## src/rtl/rf_access_sequencer.sv

```systemverilog
// rf_access_sequencer
// Non-pipelined control sequencer between instruction fetch and the
// REGISTER_FILE_32x32 / ALU pair. One instruction in flight: latch and decode,
// read rs/rt from the register file, present operands to the ALU, wait for
// ALU_DONE, then write the result back (writes to r0 are suppressed).
//
// Ports
//   CLK, RST          clock, asynchronous active-high reset
//   INSTR/_VALID      decoded instruction in; INSTR_READY high while idle
//   RF_ADDR_R1/R2     read addresses (rs, rt), RF_READ strobe
//   RF_DATA_R1/R2     read data from the register file
//   RF_ADDR_W/DATA_W  write address/data, RF_WRITE strobe
//   OP1/OP2/OP_VALID  ALU operands and start qualifier
//   ALU_RESULT/DONE   ALU result and its valid pulse
//   RETIRE            one-cycle pulse per completed instruction
//   INSTR_CNT         retired-instruction count
//
// Build option
//   RF_SEQ_INSTR_CNT_EN  when defined, INSTR_CNT counts RETIRE pulses
//                        (wrapping); otherwise INSTR_CNT is tied to zero.
module rf_access_sequencer #(
    parameter int unsigned DATA_WIDTH = 32,
    parameter int unsigned ADDR_WIDTH = 5
) (
    input  logic                  CLK,
    input  logic                  RST,
    input  logic [31:0]           INSTR,
    input  logic                  INSTR_VALID,
    output logic                  INSTR_READY,
    output logic [ADDR_WIDTH-1:0] RF_ADDR_R1,
    output logic [ADDR_WIDTH-1:0] RF_ADDR_R2,
    output logic [ADDR_WIDTH-1:0] RF_ADDR_W,
    output logic [DATA_WIDTH-1:0] RF_DATA_W,
    output logic                  RF_READ,
    output logic                  RF_WRITE,
    input  logic [DATA_WIDTH-1:0] RF_DATA_R1,
    input  logic [DATA_WIDTH-1:0] RF_DATA_R2,
    output logic [DATA_WIDTH-1:0] OP1,
    output logic [DATA_WIDTH-1:0] OP2,
    output logic                  OP_VALID,
    input  logic [DATA_WIDTH-1:0] ALU_RESULT,
    input  logic                  ALU_DONE,
    output logic                  RETIRE,
    output logic [31:0]           INSTR_CNT
);

    localparam int unsigned CNT_WIDTH = 32;
    localparam int unsigned IMM_WIDTH = 16;

    typedef enum logic [2:0] {
        S_IDLE,
        S_READ,
        S_CAPT,
        S_EXEC,
        S_WB
    } state_t;

    // Decoded fields kept for the lifetime of the instruction
    typedef struct packed {
        logic                  is_r;
        logic [ADDR_WIDTH-1:0] dest;
        logic [DATA_WIDTH-1:0] imm;
    } decode_t;

    state_t  state_q, state_d;
    decode_t dec_q, dec_d;

    logic                  ready_d, read_d, write_d, opv_d, retire_d;
    logic [ADDR_WIDTH-1:0] addr_r1_d, addr_r2_d, addr_w_d;
    logic [DATA_WIDTH-1:0] data_w_d, op1_d, op2_d;
    logic                  instr_is_r;

    assign instr_is_r = (INSTR[31:26] == 6'd0);

    // Next state and next values of every registered output
    always_comb begin
        state_d   = state_q;
        dec_d     = dec_q;
        ready_d   = INSTR_READY;
        read_d    = RF_READ;
        write_d   = RF_WRITE;
        opv_d     = OP_VALID;
        retire_d  = RETIRE;
        addr_r1_d = RF_ADDR_R1;
        addr_r2_d = RF_ADDR_R2;
        addr_w_d  = RF_ADDR_W;
        data_w_d  = RF_DATA_W;
        op1_d     = OP1;
        op2_d     = OP2;

        case (state_q)
            S_IDLE: begin
                if (INSTR_VALID) begin
                    state_d    = S_READ;
                    dec_d.is_r = instr_is_r;
                    dec_d.dest = instr_is_r ? ADDR_WIDTH'(INSTR[15:11])
                                            : ADDR_WIDTH'(INSTR[20:16]);
                    dec_d.imm  = {{(DATA_WIDTH - IMM_WIDTH){INSTR[15]}}, INSTR[15:0]};
                    addr_r1_d  = ADDR_WIDTH'(INSTR[25:21]);
                    addr_r2_d  = ADDR_WIDTH'(INSTR[20:16]);
                    ready_d    = 1'b0;
                    read_d     = 1'b1;
                end
            end
            S_READ: begin
                state_d = S_CAPT;
            end
            S_CAPT: begin
                // Read data is valid by the end of the second read cycle
                state_d = S_EXEC;
                read_d  = 1'b0;
                opv_d   = 1'b1;
                op1_d   = RF_DATA_R1;
                op2_d   = dec_q.is_r ? RF_DATA_R2 : dec_q.imm;
            end
            S_EXEC: begin
                if (ALU_DONE) begin
                    state_d  = S_WB;
                    opv_d    = 1'b0;
                    data_w_d = ALU_RESULT;
                    addr_w_d = dec_q.dest;
                    write_d  = (dec_q.dest != '0);
                    retire_d = 1'b1;
                end
            end
            S_WB: begin
                state_d  = S_IDLE;
                write_d  = 1'b0;
                retire_d = 1'b0;
                ready_d  = 1'b1;
            end
            default: begin
                state_d = S_IDLE;
            end
        endcase
    end

    // State and output registers
    always_ff @(posedge CLK or posedge RST) begin
        if (RST) begin
            state_q     <= S_IDLE;
            dec_q       <= '0;
            INSTR_READY <= 1'b1;
            RF_READ     <= 1'b0;
            RF_WRITE    <= 1'b0;
            OP_VALID    <= 1'b0;
            RETIRE      <= 1'b0;
            RF_ADDR_R1  <= '0;
            RF_ADDR_R2  <= '0;
            RF_ADDR_W   <= '0;
            RF_DATA_W   <= '0;
            OP1         <= '0;
            OP2         <= '0;
        end else begin
            state_q     <= state_d;
            dec_q       <= dec_d;
            INSTR_READY <= ready_d;
            RF_READ     <= read_d;
            RF_WRITE    <= write_d;
            OP_VALID    <= opv_d;
            RETIRE      <= retire_d;
            RF_ADDR_R1  <= addr_r1_d;
            RF_ADDR_R2  <= addr_r2_d;
            RF_ADDR_W   <= addr_w_d;
            RF_DATA_W   <= data_w_d;
            OP1         <= op1_d;
            OP2         <= op2_d;
        end
    end

`ifdef RF_SEQ_INSTR_CNT_EN
    // Retired-instruction counter, advances at the end of each WB cycle
    logic [CNT_WIDTH-1:0] cnt_q;

    always_ff @(posedge CLK or posedge RST) begin
        if (RST) begin
            cnt_q <= '0;
        end else if (RETIRE) begin
            cnt_q <= cnt_q + CNT_WIDTH'(1);
        end
    end

    assign INSTR_CNT = cnt_q;
`else
    assign INSTR_CNT = '0;
`endif

endmodule
```

## config.mk

```make
export PLATFORM = sky130hd
export DESIGN_NAME = rf_access_sequencer
export DESIGN_NICKNAME = d
export VERILOG_FILES = /design/src/rtl/rf_access_sequencer.sv
export SDC_FILE = /design/constraint.sdc
export NUM_CORES = 1
export LEC_CHECK = 0
export BUFFER_PORTS_ARGS = -buffer_cell sky130_fd_sc_hd__buf_4
export CAP_MARGIN = 10
export CORE_MARGIN = 2
export CORE_UTILIZATION = 46
export DETAILED_ROUTE_END_ITERATION = 6
export GPL_ROUTABILITY_DRIVEN = 0
export PLACE_DENSITY_LB_ADDON = 0.25
export REMOVE_ABC_BUFFERS = 1
export SLEW_MARGIN = 30
export SYNTH_ARGS = -nofsm -noshare
export SYNTH_HDL_FRONTEND = slang
export SYNTH_SLANG_ARGS = --single-unit
```

## constraint.sdc

```tcl
create_clock -name CLK -period 5.21 [get_ports CLK]
set_input_delay 1.042 -clock CLK [delete_from_list [all_inputs] [get_ports CLK]]
set_output_delay 1.042 -clock CLK [all_outputs]
set_load 0.05 [all_outputs]
```

Word level (Yosys, flattened, before mapping)
Cells that the tools add are included.
- reductions and logical operators: 14
- muxes and demuxes: 15
- equality and inequality tests: 6
- operators with widths (kind ; count):
    $mux W32 ; 1
    $reduce_and A2 Y1 ; 7
    $pmux W3 S4 ; 1
    $pmux W1 S2 ; 5
    $reduce_bool A2 Y1 ; 4
    $eq A3 B2 Y1 const B ; 2
    $logic_not A6 Y1 ; 1
    $mux W3 ; 2
    $mux W1 ; 5
    $mux W5 ; 1
    $reduce_bool A5 Y1 ; 1
    $ne A2 B2 Y1 const B ; 2
    $eq A3 B1 Y1 const B ; 1
    $eq A3 B3 Y1 const B ; 1
    $logic_not A3 Y1 ; 1
- bits in registers: 141
- input port bits: 132
- output and inout port bits: 148

Logic depth before layout (Yosys ltp)
- depth in word-level cells: 3
- depth in mapped cells: 6
- gate-level depth less buffers: 3

Least setup slack after synthesis
No wires, ideal clock.
- path kind: in2reg
- start point: input port INSTR_VALID
- end point: register dec_q[32] (netlist name)
- required time: 5.084 ns
- data arrival time: 1.934 ns
- path slack: 3.150 ns
- cell stages on the path: 5
- path through: or4b_4 buf_6 buf_6 a31oi_1 a21oi_1
- word-level cells in the longest chain between the ends: 1
- ends and longest elaborated chain (what ; line ; text):
    start: declaration ; 28 ; input logic INSTR_VALID,
    $reduce_and A2 Y1 (no line) ; -- ;
    end signal: assignment ; 142 ; dec_q <= '0;
    end signal: assignment ; 156 ; dec_q <= dec_d;
    end: declaration ; 66 ; decode_t dec_q, dec_d;
No other way between the ends.
A chain may end at the register's enable or synchronous reset.

Worst setup path after layout
- start point: register state_q[1]
- end point: register OP1[6]
- word-level cells in the longest chain between the ends: 1
- ends and longest elaborated chain (what ; line ; text):
    start: declaration ; 65 ; state_t state_q, state_d;
    start signal: assignment ; 155 ; state_q <= state_d;
    $eq A3 B2 Y1 ; 91 ; case (state_q)
    end signal: assignment ; 166 ; OP1 <= op1_d;
    end: declaration ; 38 ; output logic [DATA_WIDTH-1:0] OP1,
No other way between the ends.

==> summary.md <==
| Metric | Value |
|---|---|
| Min cycle time layout | 2.26 ns |
| Via density | 4.79 |
| Initial antenna violation count | 0 |
| Cts repair resizes | 0 |
| Required @ worst endpoint | 5.51 ns |
| Vias in the first global route | 4,478 |
| CTS sink cnt | 141 |
| # H-tree levels | 4 |
| Diodes inserted | 0 |
| Vias | 4,447 |
| I/O Pins | 280 |
| Global Route met1 Usage | 24.1% |
| Max Slew Vio Count | 0 |
| CP max FO | 42 |
| Clock-pin slew on the worst setup and hold paths | 0.06 ns |
| Sequential area share after synthesis | 60.5% |
| Fin worst setup slack | 2.95 ns |
| DRC | 0 |
| Filler Cells Inserted | 990 |
| GR peak layer | met2 |
| Status | finished clean |
| Port buffer count | 247 |
| Leading cell types in the layout, fill and taps excluded | buf_4 (253), dfrtp_1 (140), nand2_1 (83) |
| CTS Buffer Depth | 2 |
| Commonest register cell after synthesis | dfrtp_1 |
| First-pass GRT wire length | 21,600 µm |
| Tightest Pin Transition | 0.831 ns |
| Initial Utilization | 46.6% |
| Relative slew slack | 44.1% |
| DR iter-0 viols | 239 |
| Setup_tns | 0 ns |
| Final WL | 14,300 µm |
| Worst slack, placed | 2.79 ns |
| # rows | 41 |
| Core area | 12,500 µm² |
| Root buf cell | clkbuf_16 |
| Post-synth cell types | 31 |
| Final setup violation count | 0 |
| Leak | 4.06 nW |
| Cts hold-fix bufs | 0 |
| Crit path DAT | 2.56 ns |
| Setup bufs post-CTS | 0 |
| HPWL Detailed | 10,200 µm |
| Asr flop ratio synth | 100% |
| Setup crit start kind | flop |
| Router iterations before antenna repair | 4 |
| Number of max-cap violations | 0 |
| Number of synthesized flops with an enable pin | 0 |
| Largest net degree at the start of global routing | 99 |
| Fin crit share | 43.5% |
| Mean Syn Cell Area | 11.6 µm² |
| CTS tree | done |
| RSZ-0062 raised after global routing | no |
| Layout cell share with drive strength beyond 1 | 47.6% |
| Clock Latency Late Sink | 0.41 ns |
| Overflow after GRT | 0 |
| Worst min path class | flop to flop |
| Power Density | 818 nW/µm² |
| Met2 usage | 34.6% |
| CP Class | flop to flop |
| Die Footprint | 13,600 µm² |
| Cell Area, Synth | 5830 µm² |
| Most common cell after layout, fill and taps aside | buf_4 |
| #FFs+latches synth | 141 |
| Number of synthesis warnings | 0 |
| Worst hold margin | 0.469 ns |
| Routed Antenna Nets | 0 |
| Maximum vdd drop | 551 µV |
| CP Capture Type | flop |
| Chip Width | 117 µm |
| Hold Vio Cnt, Final | 0 |
| DR WL/cell | 15.4 µm |
| Syn Inst Count | 503 |
| Clock skew | 0.00347 ns |
| GR Util met3 | 8.20% |
| Die Y | 117 µm |
| GR Util All Layers | 20.7% |
| Layout Utilization | 66.2% |
| Peak Freq | 442 MHz |
| Syn-to-layout area delta | 42.0% |
| Nets | 876 |
| Clock buffers created by TritonCTS | 17 |
cells by family (layout without fill, tap and decap cells):
group / count (synthesis) / in the layout / synth area share (%)
DFF: 141 / 141 / 60.5
and+or+nand+nor: 141 / 141 / 10.1
muxes: 84 / 84 / 15.9
AOI/OAI and AO/OA: 70 / 70 / 6.35
buffers and inverters: 66 / 288 / 7.06
other: 1 / 32 / 0.0643
per-layer routing:
layer  wire (µm)  up-vias
met5           0        -
met4         273        0
met3        1410       22
met2        6950      202
met1        5610     2122
li1            -     2101
critical path: stages (launching register included):
cell and delay (ns):
dfrtp_1 0.52, nor3b_2 0.66, buf_4 0.53, mux2_2 0.40
final cells by class:
type / instances / area [µm²] / area share (%)
sequential: 141 / 3530 / 42.6
clock inverter: 6 / 57.6 / 0.695
clock buffer: 25 / 515 / 6.22
tap: 172 / 215 / 2.60
inverter: 3 / 16.3 / 0.196
timing repair buffer: 254 / 1930 / 23.3
multi-input combinational: 327 / 2030 / 24.4
Yosys cell counts, types with 2 or more instances:
| master | n | area, µm² |
|---|---|---|
| nand2_1 | 83 | 312 |
| o21ai_0 | 7 | 35.0 |
| clkbuf_1 | 11 | 41.3 |
| or4_1 | 2 | 15.0 |
| mux2i_1 | 15 | 150 |
| buf_2 | 17 | 85.1 |
| nor2b_1 | 2 | 12.5 |
| nor3_1 | 3 | 15.0 |
| dfrtp_1 | 140 | 3500 |
| a31oi_1 | 5 | 31.3 |
| mux2_2 | 69 | 777 |
| buf_4 | 32 | 240 |
| a21oi_1 | 55 | 275 |
| inv_1 | 3 | 11.3 |
| nor2_1 | 41 | 154 |
| buf_6 | 3 | 33.8 |
registers in the layout, summed over array words and instances (netlist names):
| register | count |
|---|---|
| OP1 | 32 |
| OP2 | 32 |
| RF_DATA_W | 32 |
| dec_q | 22 |
| RF_ADDR_R1 | 5 |
| RF_ADDR_R2 | 5 |
| RF_ADDR_W | 5 |
| state_q | 3 |
| INSTR_READY | 1 |
| OP_VALID | 1 |
| RETIRE | 1 |
| RF_READ | 1 |
| RF_WRITE | 1 |
stage by stage:
stage	area, µm²	total power [mW]	std cells
after global routing	8290	7.12	928
final	8290	6.78	928
after global placement	7680	5.57	896
after detailed placement	7690	5.65	896
after CTS	8260	6.83	927
after floorplan	5550	4.58	471
where the power goes:
group          total (mW)  switching, mW  internal (mW)
Clock                1.15          0.428          0.726
Sequential           1.99          0.331           1.66
Combinational        3.64           2.45           1.18
path summary, 6_finish.rpt:
kind	start	end	slack [ns]	depth (start not counted)
worst max register to register	state_q[1]	OP1[6]	2.95	3
max in group asynchronous	RST	INSTR_READY	3.79	3
worst min register to register	dec_q[15]	dec_q[15]	0.47	2
worst max-delay path	state_q[1]	OP1[6]	2.95	3
worst min-delay path	dec_q[15]	dec_q[15]	0.47	2
min in group asynchronous	RST	RF_DATA_W[4]	0.58	2
(Power assumes the default switching activity.)
